$ cat src/rtl/sram_arb_pkg.sv
// Shared types and helpers for the SRAM port arbiter.
// Optional perf counters are enabled by SRAM_ARB_PERF_EN.
package sram_arb_pkg;

  localparam int MAX_ID_W = 8;

  typedef struct packed {
    logic                valid;
    logic [MAX_ID_W-1:0] id;
  } resp_t;

  function automatic int id_w(input int n);
    return (n > 1) ? $clog2(n) : 1;
  endfunction

  function automatic int be_w(input int dw);
    return dw / 8;
  endfunction

endpackage

$ cat src/rtl/rr_arbiter.sv
// N-way round-robin arbiter: first requester at or
// after ptr_i, searching upward with wrap.
module rr_arbiter #(
  parameter int N    = 2,
  parameter int ID_W = 1
) (
  input  logic [N-1:0]    req_i,
  input  logic [ID_W-1:0] ptr_i,
  output logic [N-1:0]    gnt_o,
  output logic [ID_W-1:0] idx_o
);

  logic [ID_W-1:0] j;
  logic            hit;

  // Scan from farthest to nearest so the nearest hit wins.
  always_comb begin
    gnt_o = '0;
    idx_o = '0;
    j     = '0;
    hit   = 1'b0;
    for (int k = N - 1; k >= 0; k--) begin
      j = ID_W'((int'(ptr_i) + k) % N);
      if (req_i[j]) begin
        idx_o = j;
        hit   = 1'b1;
      end
    end
    if (hit) gnt_o[idx_o] = 1'b1;
  end

endmodule

$ cat src/rtl/sram_port_arbiter.sv
// N-master round-robin bridge onto one fixed-latency SRAM
// port. Optional grant counters under SRAM_ARB_PERF_EN.
module sram_port_arbiter
  import sram_arb_pkg::*;
#(
  parameter int N_MASTERS = 2,
  parameter int ADDR_W    = 32,
  parameter int DATA_W    = 32,
  parameter int RD_LAT    = 1,
  parameter int CNT_W     = 32
) (
  input  logic                          clock_i,
  input  logic                          reset_i,
  input  logic [N_MASTERS-1:0]          m_req_i,
  input  logic [N_MASTERS*DATA_W/8-1:0] m_wen_i,
  input  logic [N_MASTERS*ADDR_W-1:0]   m_addr_i,
  input  logic [N_MASTERS*DATA_W-1:0]   m_wdata_i,
  output logic [N_MASTERS-1:0]          m_addr_ok_o,
  output logic [N_MASTERS-1:0]          m_data_ok_o,
  output logic [DATA_W-1:0]             m_rdata_o,
  output logic                          s_en_o,
  output logic [DATA_W/8-1:0]           s_wen_o,
  output logic [ADDR_W-1:0]             s_addr_o,
  output logic [DATA_W-1:0]             s_wdata_o,
  input  logic [DATA_W-1:0]             s_rdata_i,
  output logic [N_MASTERS*CNT_W-1:0]    perf_grant_o
);

  localparam int N    = N_MASTERS;
  localparam int BE_W = be_w(DATA_W);
  localparam int ID_W = id_w(N_MASTERS);

  logic [N-1:0]    req;
  logic [N-1:0]    gnt;
  logic [ID_W-1:0] win;
  logic [ID_W-1:0] ptr_q, ptr_d;
  resp_t           resp_d;
  resp_t           pipe_q [RD_LAT];
  resp_t           resp_out;
  logic            out_vld;

  assign req = reset_i ? '0 : m_req_i;

  rr_arbiter #(
    .N    (N),
    .ID_W (ID_W)
  ) u_rr (
    .req_i (req),
    .ptr_i (ptr_q),
    .gnt_o (gnt),
    .idx_o (win)
  );

  always_comb begin
    ptr_d = ptr_q;
    if (|gnt) begin
      ptr_d = (int'(win) == N - 1) ? '0
            : ID_W'(int'(win) + 1);
    end
  end

  always_ff @(posedge clock_i) begin
    if (reset_i) ptr_q <= '0;
    else         ptr_q <= ptr_d;
  end

  assign m_addr_ok_o = gnt;
  assign s_en_o      = |gnt;
  assign s_wen_o     = (|gnt)
                     ? m_wen_i[int'(win)*BE_W +: BE_W]
                     : '0;
  assign s_addr_o    = m_addr_i[int'(win)*ADDR_W +: ADDR_W];
  assign s_wdata_o   = m_wdata_i[int'(win)*DATA_W +: DATA_W];

  always_comb begin
    resp_d       = '0;
    resp_d.valid = |gnt;
    resp_d.id    = MAX_ID_W'(win);
  end

  // Depth equals slave latency, so it can never back up.
  always_ff @(posedge clock_i) begin
    if (reset_i) begin
      for (int i = 0; i < RD_LAT; i++) pipe_q[i] <= '0;
    end else begin
      pipe_q[0] <= resp_d;
      for (int i = 1; i < RD_LAT; i++) pipe_q[i] <= pipe_q[i-1];
    end
  end

  assign resp_out = pipe_q[RD_LAT-1];
  assign out_vld  = resp_out.valid & ~reset_i;

  always_comb begin
    m_data_ok_o = '0;
    for (int i = 0; i < N; i++) begin
      m_data_ok_o[i] = out_vld
                     && (resp_out.id == MAX_ID_W'(i));
    end
  end

  assign m_rdata_o = out_vld ? s_rdata_i : '0;

`ifdef SRAM_ARB_PERF_EN
  logic [CNT_W-1:0] cnt_q [N];
  logic [CNT_W-1:0] cnt_d [N];

  always_comb begin
    for (int i = 0; i < N; i++) begin
      cnt_d[i] = gnt[i] ? cnt_q[i] + 1'b1 : cnt_q[i];
    end
  end

  always_ff @(posedge clock_i) begin
    for (int i = 0; i < N; i++) begin
      if (reset_i) cnt_q[i] <= '0;
      else         cnt_q[i] <= cnt_d[i];
    end
  end

  always_comb begin
    perf_grant_o = '0;
    for (int i = 0; i < N; i++) begin
      perf_grant_o[i*CNT_W +: CNT_W] = cnt_q[i];
    end
  end
`else
  assign perf_grant_o = '0;
`endif

endmodule

$ cat config.mk
export PLATFORM = sky130hd
export DESIGN_NAME = sram_port_arbiter
export DESIGN_NICKNAME = d
export VERILOG_FILES = /design/src/rtl/sram_arb_pkg.sv /design/src/rtl/rr_arbiter.sv /design/src/rtl/sram_port_arbiter.sv
export SDC_FILE = /design/constraint.sdc
export NUM_CORES = 1
export LEC_CHECK = 0
export BUFFER_PORTS_ARGS = -buffer_cell sky130_fd_sc_hd__buf_2
export CELL_PAD_IN_SITES_DETAIL_PLACEMENT = 1
export CELL_PAD_IN_SITES_GLOBAL_PLACEMENT = 2
export CORE_MARGIN = 2
export CORE_UTILIZATION = 11
export CTS_BUF_LIST = sky130_fd_sc_hd__clkbuf_2 sky130_fd_sc_hd__clkbuf_4 sky130_fd_sc_hd__clkbuf_8
export DETAILED_ROUTE_END_ITERATION = 6
export PLACE_DENSITY_LB_ADDON = 0.08
export RECOVER_POWER = 25
export SYNTH_ARGS = -nofsm -noshare
export SYNTH_HDL_FRONTEND = slang
export SYNTH_SLANG_ARGS = --single-unit
$ cat constraint.sdc
create_clock -name clock_i -period 1.7 [get_ports clock_i]
set_clock_uncertainty 0.2 [all_clocks]
set_input_delay 0 -clock clock_i [delete_from_list [all_inputs] [get_ports clock_i]]
set_output_delay 0 -clock clock_i [all_outputs]
set_load 0.01 [all_outputs]
## After elaboration in Yosys (flattened, before gate mapping)

Memory sizes are Yosys's and may differ from the RTL's.
Index checks and enable logic that the tools add are counted.
W data, S select, Z words.

| storage, ports and cells | value |
|---|---|
| RAM bits | 2 |
| latch bits | 0 |
| output and inout port bits | 169 |
| input bits | 172 |
| ROM bits | 0 |
| register bits | 1 |
| logic and storage cells | 40 |
| memories | 1 |

| cells by class | value |
|---|---|
| muxes and demuxes | 20 |
| reduce and logical (&&, ||, !) cells | 6 |
| shift operators | 3 |
| bitwise gates (word level) | 2 |
| add/subtract/negate cells | 2 |
| $lt $le $gt $ge | 4 |
| eq/ne operators | 1 |
| divide/modulo/power cells | 0 |
| multiply operators | 0 |

Memories:

| memory | depth | bits a word | rd ports | clocked after memory_dff | write ports | line | source |
|---|---|---|---|---|---|---|---|
| pipe_q | 1 | 2 | 1 | 0 | 1 | sram_port_arbiter.sv:38 | `resp_t pipe_q [RD_LAT];` |

Operators by type and width:

| kind | count |
|---|---|
| $shiftx A64 B7 Y32 | 2 |
| $mux W32 | 1 |
| $mux W1 | 14 |
| $eq A8 B1 Y1 const B | 1 |
| $logic_not A8 Y1 | 1 |
| $shiftx A8 B4 Y4 | 1 |
| $lt A1 B2 Y1 const B | 3 |
| $mux W2 | 3 |
| $mux W4 | 1 |
| $reduce_or A2 Y1 | 2 |
| $logic_and A1 B1 Y1 | 3 |
| $add A1 B1 Y1 const B | 2 |
| $and A1 B1 Y1 | 1 |
| $demux W1 S1 | 1 |
| $ge A1 B1 Y1 const B | 1 |
| $not A1 Y1 | 1 |

## Depth between registers and ports, before layout

Gate-level depths: netlist of run 1.

| logic depth | value |
|---|---|
| depth after elaboration | 12 |
| mapped depth | 5 |
| mapped depth without buffers | 3 |

## Hierarchy

A second synthesis of run 1 with hierarchy kept.

| second synthesis, totals | value |
|---|---|
| cell total of the unflattened synthesis | 198 |
| area, all modules | 2024.4 sq um |

Modules (own cells, without submodules):

| module | sequential area each (sq um) | area an instance (sq um) | times used | cells each |
|---|---|---|---|---|
| sram_port_arbiter | 60.1 | 1998.2 | 1 | 194 |
| rr_arbiter | 0.0 | 26.3 | 1 | 4 |

## Least setup slack after synthesis of run 1

OpenSTA, ideal clock, no wires.

| path | value |
|---|---|
| path type | reg2out |
| start | register ptr_q |
| end | output s_addr_o[0] |
| setup slack | 322 ps |
| path buffers | 2 |
| arrival | 1178 ps |
| cell stages (with the launch flop) | 6 |
| required time | 1500 ps |
| cell sequence | dfxtp_1 > nand2b_4 > nand3b_4 > buf_6 > buf_6 > mux2_4 |

| between the ends | value |
|---|---|
| longest elaborated chain between the ends | 6 |
| elaborated cells between the ends (all ways) | 8 |
| classes of those cells | 1 x add/sub; 1 x shift; 6 x mux |

Ends and longest elaborated chain:

| element | line | source |
|---|---|---|
| start, declared | sram_port_arbiter.sv:36 | `logic [ID_W-1:0] ptr_q, ptr_d;` |
| start signal, assigned | sram_port_arbiter.sv:64 | `else ptr_q <= ptr_d;` |
| $add A1 B1 Y1 | rr_arbiter.sv:23 | `j = ID_W'((int'(ptr_i) + k) % N);` |
| $mux W1 (not written as such) (2 in a row) | rr_arbiter.sv:24 | `if (req_i[j]) begin` |
| $mux W1 | rr_arbiter.sv:24 |  |
| $mux W1 * | rr_arbiter.sv:24 |  |
| $shiftx A64 B7 Y32 * | sram_port_arbiter.sv:72 | `assign s_addr_o = m_addr_i[int'(win)*ADDR_W +: ADDR_W];` |
| end, declared | sram_port_arbiter.sv:23 | `output logic [ADDR_W-1:0] s_addr_o,` |

Every way passes the cells marked *; elsewhere a longest branch is shown, timed or not. The select of a mux whose other input is x is not followed.

## Worst setup path after layout of run 1

| path | value |
|---|---|
| start | register ptr_q |
| end | output s_addr_o[6] |

Same word-level chain as after synthesis.

==> results.toml, run 1 <==
[outcome]
status = "complete, but fails checks"
violations = "setup timing"

[global_routing]
grt_pass1_wl_mm = 14.4
antenna_found_initial = 0
grt_max_degree = 35
gr-usage-all-layers_pct = 10.8
grt_pass1_vias = 2247
grt-ovfl-total = 0

[logic_synthesis]
synth-seq-cells = 3
synth.distinct_cells = 18
yosys_warnings = 0
synth_area_sq_um = 1840
syn_area_per_cell_sq_um = 9.30
netlist_instances = 198
ys_seq_area_share_pct = 3.26

[power]
p_per_area_nw_per_um2 = 338
ir_drop_mv = 0.147
p_leak_uw = 0.00224

[die]
rows = 47
die_h_um = 133
ios = 341
initial_core_util_pct = 11.2
die_x_um = 133
coreArea_sq_um = 16500
die_area_sq_um = 17800

[drt]
antenna_left = 0
totalWireLength_mm = 10.8
drc = 0
dr.first_iter.drc_count = 24
top_layer = "met4"
first_pass_iters = 4
wl_per_cell_um = 15.3
vias_per_cell = 3.28
num_vias = 2318
wl_met2_mm = 6.35
route.met3.wl_mm = 1.01
routedLengthMet1_mm = 3.37

[worst_setup_path]
crit_path_end_kind = "output port"
critPathLaunchType = "flip-flop"
criticalPathCategory = "flip-flop to output port"
critPathMaxFanout = 10
required_ps = 1500
crit_arrival_ps = 1560

[sta]
grt_setup_unrepaired = "yes"
max_freq_mhz = 569
hold_viol = 0
setup_slack_ps = -57.1
fin_crit_sh_pct = 103
timing.hold.ws_ps = 83.9
setup_viol = 38
fin_tns_setup_ps = -1150
fin_crit_ps = 1760
finalMaxSlewViolations = 0

[clock_network]
clk_latency_ps = 210
h-tree-depth = 1
root_buffer = "clkbuf_8"
cts_buffers = 3
cts_buffer_depth = 2
cts_tree = "built"
clkTransAtPathRegs_ps = 30
clock-sinks = 3

[layout]
layout.nets = 659
drive_above_1_share_pct = 73.9
nFillCells = 2047
areaGrowthSynthToFinish_pct = 100
antenna_cells = 0

[hold_path]
hold_class = "primary input to output port"

[placement]
portBuffers = 276
dp_hpwl_mm = 9.50
gp_congestion = 0.731

[job]
drv_cap = 0
[cells by family after synthesis]
kind of cell / share of synthesized area, %
DFF: 3.26
muxes: 46.9
other: 0.204
AOI/OAI and AO/OA: 2.72
and+or+nand+nor: 15.7
buffers and inverters: 31.2
[cell type report]
class	instances	area, sq um	share of cell area (%)
repair buffers	297	1840	49.8
clock buffers	4	48.8	1.32
flip-flops and latches	3	61.3	1.66
inverters	2	7.51	0.203
multi-input cells	180	1460	39.6
well taps	220	275	7.46
[per-stage QoR]
stage / power (uW) / setup WS (ps) / instances / utilization (%) / cell area [sq um]
floorplan: 619 / 322 / 261 / - / 2080
global placement: 902 / 134 / 688 / 19.8 / 3260
detailed placement: 904 / 86.5 / 688 / 19.8 / 3260
CTS: 1260 / -84.5 / 705 / 22.3 / 3680
global route: 1340 / -129 / 706 / 22.4 / 3690
finish: 1250 / -57.1 / 706 / 22.4 / 3690
[flip-flops by register name (all words and copies together), names as in the netlist]
signal  count
ptr_q       1
pipe_q      2
[cells in the mapped netlist, drive strengths merged]
master	instances	area, sq um
nand2b	1	13.8
buf	72	552
a211oi	1	7.51
dfxtp	3	60.1
mux2	64	863
nor2	8	30.0
a21boi	1	7.51
conb	1	3.75
a32oi	4	35.0
and2	33	206
nor2b	3	18.8
nand3b	1	20.0
inv	2	7.51
clkbuf	4	16.3
[where the power goes]
part / switching [uW] / internal [uW]
registers: 1.95 / 76.2
clock network: 43.1 / 175
logic: 410 / 541
[path summary, 6_finish.rpt]
check | startpoint | endpoint | slack (ps) | depth (start not counted)
worst max-delay path | ptr_q | s_addr_o[6] | -60 | 6
worst min-delay path | s_rdata_i[6] | m_rdata_o[6] | 80 | 3
worst max register to register | ptr_q | ptr_q | 200 | 4
worst min register to register | ptr_q | pipe_q[0][0] | 770 | 5
[metal layers]
metal / up-vias / GRT usage (%)
met5: - / 0
met4: 0 / 1.42
met3: 2 / 2.82
met2: 163 / 23.3
met1: 1046 / 10.2
li1: 1107 / -
[worst max-delay path, stage by stage (launching register included)]
cell and delay (ps):
dfxtp_2 320, nand2b_4 130, nand3b_4 130, buf_6 170, buf_12 150, mux2_4 290
buf_2 150
[cells in the final DEF (no fill, tap or decap)]
master / Yosys / routed
clkbuf_1: 3 / 4
buf_2: 3 / 236
and2_1: 33 / 33
nand3b_4: 1 / 1
inv_1: 2 / 2
nor2b_1: 3 / 3
a211oi_1: 1 / 1
clkbuf_2: 1 / 5
a32oi_1: 4 / 4
dfxtp_2: 0 / 1
buf_4: 64 / 5
mux2_4: 38 / 43
clkbuf_16: 0 / 1
a21boi_0: 1 / 1
buf_16: 0 / 1
nor2_1: 8 / 8
clkbuf_4: 0 / 1
conb_1: 1 / 64
buf_12: 0 / 3
buf_6: 5 / 37
dlygate4sd3_1: 0 / 5
mux2_2: 26 / 21
nand2b_4: 1 / 1
dfxtp_1: 3 / 2
clkbuf_8: 0 / 3
[what timing repair did]
action | 4_1_cts | 5_1_grt
endpoints found under the hold margin | 2 | 0
setup buffers | 7 | 0
resized for setup | 44 | 3
cloned | 2 | 2
hold buffers | 5 | 0
endpoints found under the setup margin | 62 | 63
(Power assumes the default switching activity.)
==> run 2, diff against run 1 <==
- ABC_AREA: default -> 1
- CORE_ASPECT_RATIO: default -> 1.5
- CORE_UTILIZATION: 11 -> 10
- GPL_ROUTABILITY_DRIVEN: default -> 0
- SYNTH_HIERARCHICAL: default -> 1
==> run 2 against run 1 <==
Flip-flop and latch count unchanged. Clock power about the same. First-iteration DRC count increased by 79%. Largest cell class unchanged. The run now ends clean. Sequential share of layout area about the same. Worst hold slack got worse by 8.5 ps.
==> results.toml, run 2 <==
[logic_synthesis]
netlist_instances = 378
synth_area_sq_um = 1810
synth_top_flop_cell = "dfxtp_1"
yosys.area.top_type = "nand2_1"
yosys_warnings = 6
synth.most_common_cell = "nand2_1"
ys_seq_area_share_pct = 3.32
syn_area_per_cell_sq_um = 4.78
synth-seq-cells = 3
synth-edff-count = 0
synth_top_area_share_pct = 42.0
synth.area.top_cells = "nand2_1, buf_4, nor2_1"
synth.distinct_cells = 12
synth_common_cells = "nand2_1, buf_4, nor2_1"
synth-async-reset-ratio_pct = 0

[die]
initial_core_util_pct = 10.2
coreArea_sq_um = 17800
rows = 60
die_x_um = 114
die_h_um = 169
die_area_sq_um = 19200
ios = 341

[sta]
fin_tns_setup_ps = 0
grt_setup_unrepaired = "yes"
timing.hold.ws_ps = 75.4
fin_crit_sh_pct = 95.3
slew_headroom_pct = 60.0
max_freq_mhz = 617
hold_viol = 0
setup_slack_ps = 79.2
finalMaxSlewViolations = 0
worst_slew_pin_slew_ps = 598
fin_crit_ps = 1620
setup_viol = 0

[drt]
vias_per_cell = 3.45
first_pass_iters = 4
wl_per_cell_um = 13.9
totalWireLength_mm = 12.3
dr.first_iter.drc_count = 43
num_vias = 3049
antenna_left = 0
drc = 0

[global_routing]
gr-usage-all-layers_pct = 11.4
grt-ovfl-total = 0
antenna_found_initial = 1
grt_pass1_wl_mm = 16.5
grt_pass1_vias = 3071
grt_max_degree = 35

[worst_setup_path]
crit_arrival_ps = 1420
crit_start = "ptr_q"
r2r_end = "ptr_q"
required_ps = 1500
rrSetupSlack_ps = 280
worstSetupEndpoint = "s_wdata_o[5]"
r2r-start = "ptr_q"
r2r_cells = 6
critPathLaunchType = "flip-flop"
criticalPathCategory = "flip-flop to output port"
crit_path_end_kind = "output port"
critPathMaxFanout = 5

[clock_network]
clkTransAtPathRegs_ps = 30
h-tree-depth = 1
cts_tree = "built"
root_buffer = "clkbuf_8"
clock-sinks = 3
cts_buffers = 3
cts_buffer_depth = 2
clk_latency_ps = 210

[layout]
nFillCells = 2406
areaGrowthSynthToFinish_pct = 103
biggestRegsByFlops = "pipe_q: 2 flops, ptr_q: 1 flops"
instances_no_fill = 884
layout.nets = 840
drive_above_1_share_pct = 45.6
antenna_cells = 0
utilization_pct = 20.6
mostFrequentLayoutCells = "buf_2, nand2_1, conb_1"
top_register = "pipe_q"
largest_register_ffs = 2
layout_commonest_cell = "buf_2"

[job]
drv_cap = 0

[outcome]
status = "finished clean"

[placement]
place_ws_ps = -62.4
dp_hpwl_mm = 9.35
placed_cells = 858
portBuffers = 276

[power]
p_per_area_nw_per_um2 = 345
p_leak_uw = 0.00248
ir_drop_mv = 0.0956

[hold_path]
hold_class = "primary input to output port"
run 2: worst min-delay path by stage:
stage | startpoint | endpoint | slack, ps | cells after the start
3_5_place_dp | reset_i | pipe_q[0][1] | 50 | 2
2_1_floorplan | reset_i | pipe_q[0][0] | -130 | 1
6_report | m_addr_i[11] | s_addr_o[11] | 80 | 4
3_3_place_gp | reset_i | pipe_q[0][1] | 40 | 2
4_1_cts | m_wdata_i[2] | s_wdata_o[2] | 80 | 4
5_1_grt | m_wdata_i[31] | s_wdata_o[31] | 90 | 4
run 2: power breakdown:
part | total (uW) | internal [uW] | leakage (uW) | switching (uW)
Clock | 218 | 175 | 0.0000262 | 43.0
Sequential | 78.9 | 76.3 | 0.0000251 | 2.62
Combinational | 970 | 455 | 0.00243 | 515
Total | 1270 | 707 | 0.00248 | 560
run 2: layout make-up:
class	count	area, sq um	share of cell area (%)
Clock buffer	4	48.8	1.33
Timing Repair Buffer	304	1890	51.4
Tap cell	217	272	7.39
Sequential cell	3	61.3	1.67
Multi-Input combinational cell	315	1230	33.6
Inverter	41	170	4.63
run 2: critical path: stages (launching register included):
cell,delay (ps)
dfxtp_2,320
inv_2,50
a21oi_4,160
buf_6,140
buf_12,140
clkbuf_16,150
nand2_1,50
nand2_1,50
buf_2,140
run 2: through the flow:
stage	area (sq um)	power [uW]
after floorplan	2040	585
after global placement	3150	896
after detailed placement	3150	898
after CTS	3560	1260
after global routing	3670	1390
final	3670	1270
run 2: cells by family after synthesis:
group           share of synthesized area [%]
simple gates                             50.8
buf+inv                                  43.4
flops                                    3.32
other cells                             0.208
compound gates                           2.29
run 2: layer usage:
metal | GRT usage (%) | vias up | wire length (um)
met3 | 2.65 | 6 | 1020
met2 | 26.1 | 188 | 7470
met5 | 0 | - | 13
met1 | 9.23 | 1316 | 3690
li1 | - | 1537 | -
met4 | 1.70 | 2 | 71
run 2: what timing repair did:
| item | CTS | global route |
|---|---|---|
| hold buffers | 2 | 0 |
| hold endpoints to repair | 3 | 0 |
| pin swaps | 2 | 5 |
| gates cloned | 7 | 3 |
| setup buffers | 11 | 0 |
| gates resized for setup | 23 | 15 |
| setup endpoints to repair | 70 | 59 |
==> run 3, diff against run 2 <==
- ABC_AREA: 1 -> default
- CORE_UTILIZATION: 10 -> 12
- CTS_BUF_LIST: sky130_fd_sc_hd__clkbuf_2 sky130_fd_sc_hd__clkbuf_4 sky130_fd_sc_hd__clkbuf_8 -> sky130_fd_sc_hd__clkbuf_16
==> run 3 against run 2 <==
The flow now finishes with violations (setup timing). Critical endpoint is now s_addr_o[1]. Synthesized cell count fell by 48%. Power up 9.9%. Area after synthesis increased by 12%. Core utilization is 1.5 points higher. Sequential share of layout area about the same. Non-clock buffer count is 10 lower. Clock-buffer cell count fell by 1. Clock power grew 70%. Cell area up 0.27%. Largest cell class unchanged. Setup slack got worse by 190 ps.
==> results.toml, run 3 <==
[job]
drv_cap = 0

[layout]
utilization_pct = 22.2
drive_above_1_share_pct = 75.0
layout_commonest_cell = "buf_2"
instances_no_fill = 697
top_register = "pipe_q"
layout.nets = 657
areaGrowthSynthToFinish_pct = 82.0
largest_register_ffs = 2
mostFrequentLayoutCells = "buf_2, mux2_4, conb_1"
biggestRegsByFlops = "pipe_q: 2 flops, ptr_q: 1 flops"

[drt]
vias_per_cell = 3.34
drc = 0
dr.first_iter.drc_count = 34
wl_per_cell_um = 14.3
antenna_left = 0
num_vias = 2327
totalWireLength_mm = 9.98
first_pass_iters = 4

[global_routing]
grt_pass1_wl_mm = 12.6
grt_pass1_vias = 2352
antenna_found_initial = 3
grt_max_degree = 35
grt-ovfl-total = 0
gr-usage-all-layers_pct = 9.40

[power]
ir_drop_mv = 0.185
intPower_uw = 917
power_frac_comb_pct = 67.8
switching_power_uw = 476
switching_share_pct = 34.2
p_per_area_nw_per_um2 = 378
pwr-share-clk_pct = 26.6
power_uw = 1390
seqPwrFrac_pct = 5.7
p_leak_uw = 0.00219

[logic_synthesis]
synth.distinct_cells = 18
synth_top_area_share_pct = 47.5
synth_area_sq_um = 2020
synth-edff-count = 0
synth_common_cells = "buf_4, mux2_4, and2_1"
synth-async-reset-ratio_pct = 0
ys_seq_area_share_pct = 2.97
synth-seq-cells = 3
synth.area.mux_share_pct = 49.4
synth_compound_area_share_pct = 1.48
yosys.area.top_type = "mux2_4"
synth_xor_area_share_pct = 0
synth-simple-area-share_pct = 13.6
synth_top_family_by_area = "multiplexers"
synth.area.top_cells = "mux2_4, buf_4, and2_1"
netlist_instances = 198
yosys_warnings = 6
synth_top_flop_cell = "dfxtp_1"
synth_fa_ha_area_share_pct = 0
syn_area_per_cell_sq_um = 10.2

[sta]
hold_viol = 0
setup_slack_ps = -111
max_freq_mhz = 552
fin_crit_sh_pct = 107
grt_setup_unrepaired = "yes"
setup_viol = 48
finalMaxSlewViolations = 0
fin_crit_ps = 1810

[clock_network]
clkTransAtPathRegs_ps = 30
root_buffer = "clkbuf_16"
h-tree-depth = 1
cts_tree = "built"
clock-sinks = 3
cts_buffers = 3
cts_buffer_depth = 2
clk_latency_ps = 220

[worst_setup_path]
worst_path_max_delay_cell = "dfxtp_2"
crit_path_end_kind = "output port"
required_ps = 1500
criticalPathCategory = "flip-flop to output port"
crit_chain = "inv_2 > a21boi_4 > buf_12 > buf_12 > buf_12 > mux2_4 > buf_6"
critPathMaxFanout = 8
path_common_cell = "buf_12"
critPathLaunchType = "flip-flop"
crit_arrival_ps = 1610
max_stage_delay_ps = 320

[die]
ios = 341
die_h_um = 163
rows = 58
initial_core_util_pct = 12.2
die_x_um = 110
coreArea_sq_um = 16600
die_area_sq_um = 17900

[placement]
dp_hpwl_mm = 8.91
portBuffers = 276
place_ws_ps = 52.5
placed_cells = 682

[hold_path]
hold_class = "primary input to output port"

[outcome]
status = "complete, but fails checks"
violations = "setup timing"
## run 3: repair_timing
item / 4_1_cts / 5_1_grt
setup buffers: 4 / 3
gates resized for setup: 21 / 8
hold buffers: 1 / 0
cloned: 1 / 0
hold endpoints to repair: 3 / 0
pin swaps: 1 / 0
setup endpoints to repair: 61 / 66
## run 3: cell families after synthesis
group | count (synthesis)
other | 1
buffers and inverters | 77
AO/OA/AOI/OAI | 4
flip-flops | 3
AND/OR/NAND/NOR | 45
multiplexers | 68
## run 3: critical path: cells and delay by family, from the launching register on
kind / cells / cell delay (ps)
muxes: 1 / 320
buffers and inverters: 5 / 580
AOI/OAI and AO/OA: 1 / 170
DFF: 1 / 320
## run 3: power by group through the flow
stage / Combinational [uW] / Sequential (uW) / Clock, uW
floorplan: 607 / 78.3 / 0
CTS: 946 / 78.8 / 375
detailed placement: 883 / 79.2 / 0
global placement: 881 / 79.1 / 0
global route: 1030 / 79.3 / 386
finish: 943 / 78.8 / 370
## run 3: area by class of cell
cell class	instances	area, sq um
Tap cell	210	263
Sequential cell	3	61.3
Antenna cell	3	7.51
Clock buffer	3	75.1
Fill cell	2062	12900
Clock inverter	1	3.75
Timing Repair Buffer	294	1710
Multi-Input combinational cell	181	1560
Inverter	2	7.51
## run 3: routing by layer
layer  global-route usage (%)  wire length [um]
met3                     3.99              1550
met4                     2.36                81
met5                        0                 0
met2                     19.7              5440
met1                     7.48              2900
## run 3: path summary, 6_finish.rpt
| kind | slack (ps) | cells past startpoint | to | from |
|---|---|---|---|---|
| setup / recovery | -110 | 7 | s_addr_o[1] | ptr_q |
| hold / removal | 90 | 3 | m_rdata_o[4] | s_rdata_i[4] |
| hold reg to reg | 540 | 3 | ptr_q | ptr_q |
| setup reg to reg | 250 | 6 | ptr_q | ptr_q |
## run 3: per-stage QoR
| step | hold WS [ps] | setup TNS, ps | instance area, sq um |
|---|---|---|---|
| 2_1_floorplan | -128 | 0 | 2260 |
| 3_3_place_gp | 88.0 | 0 | 3390 |
| 3_5_place_dp | 88.0 | 0 | 3390 |
| 4_1_cts | 88.7 | -4110 | 3640 |
| 5_1_grt | 98.5 | -6290 | 3680 |
| 6_report | 86.7 | -2750 | 3680 |
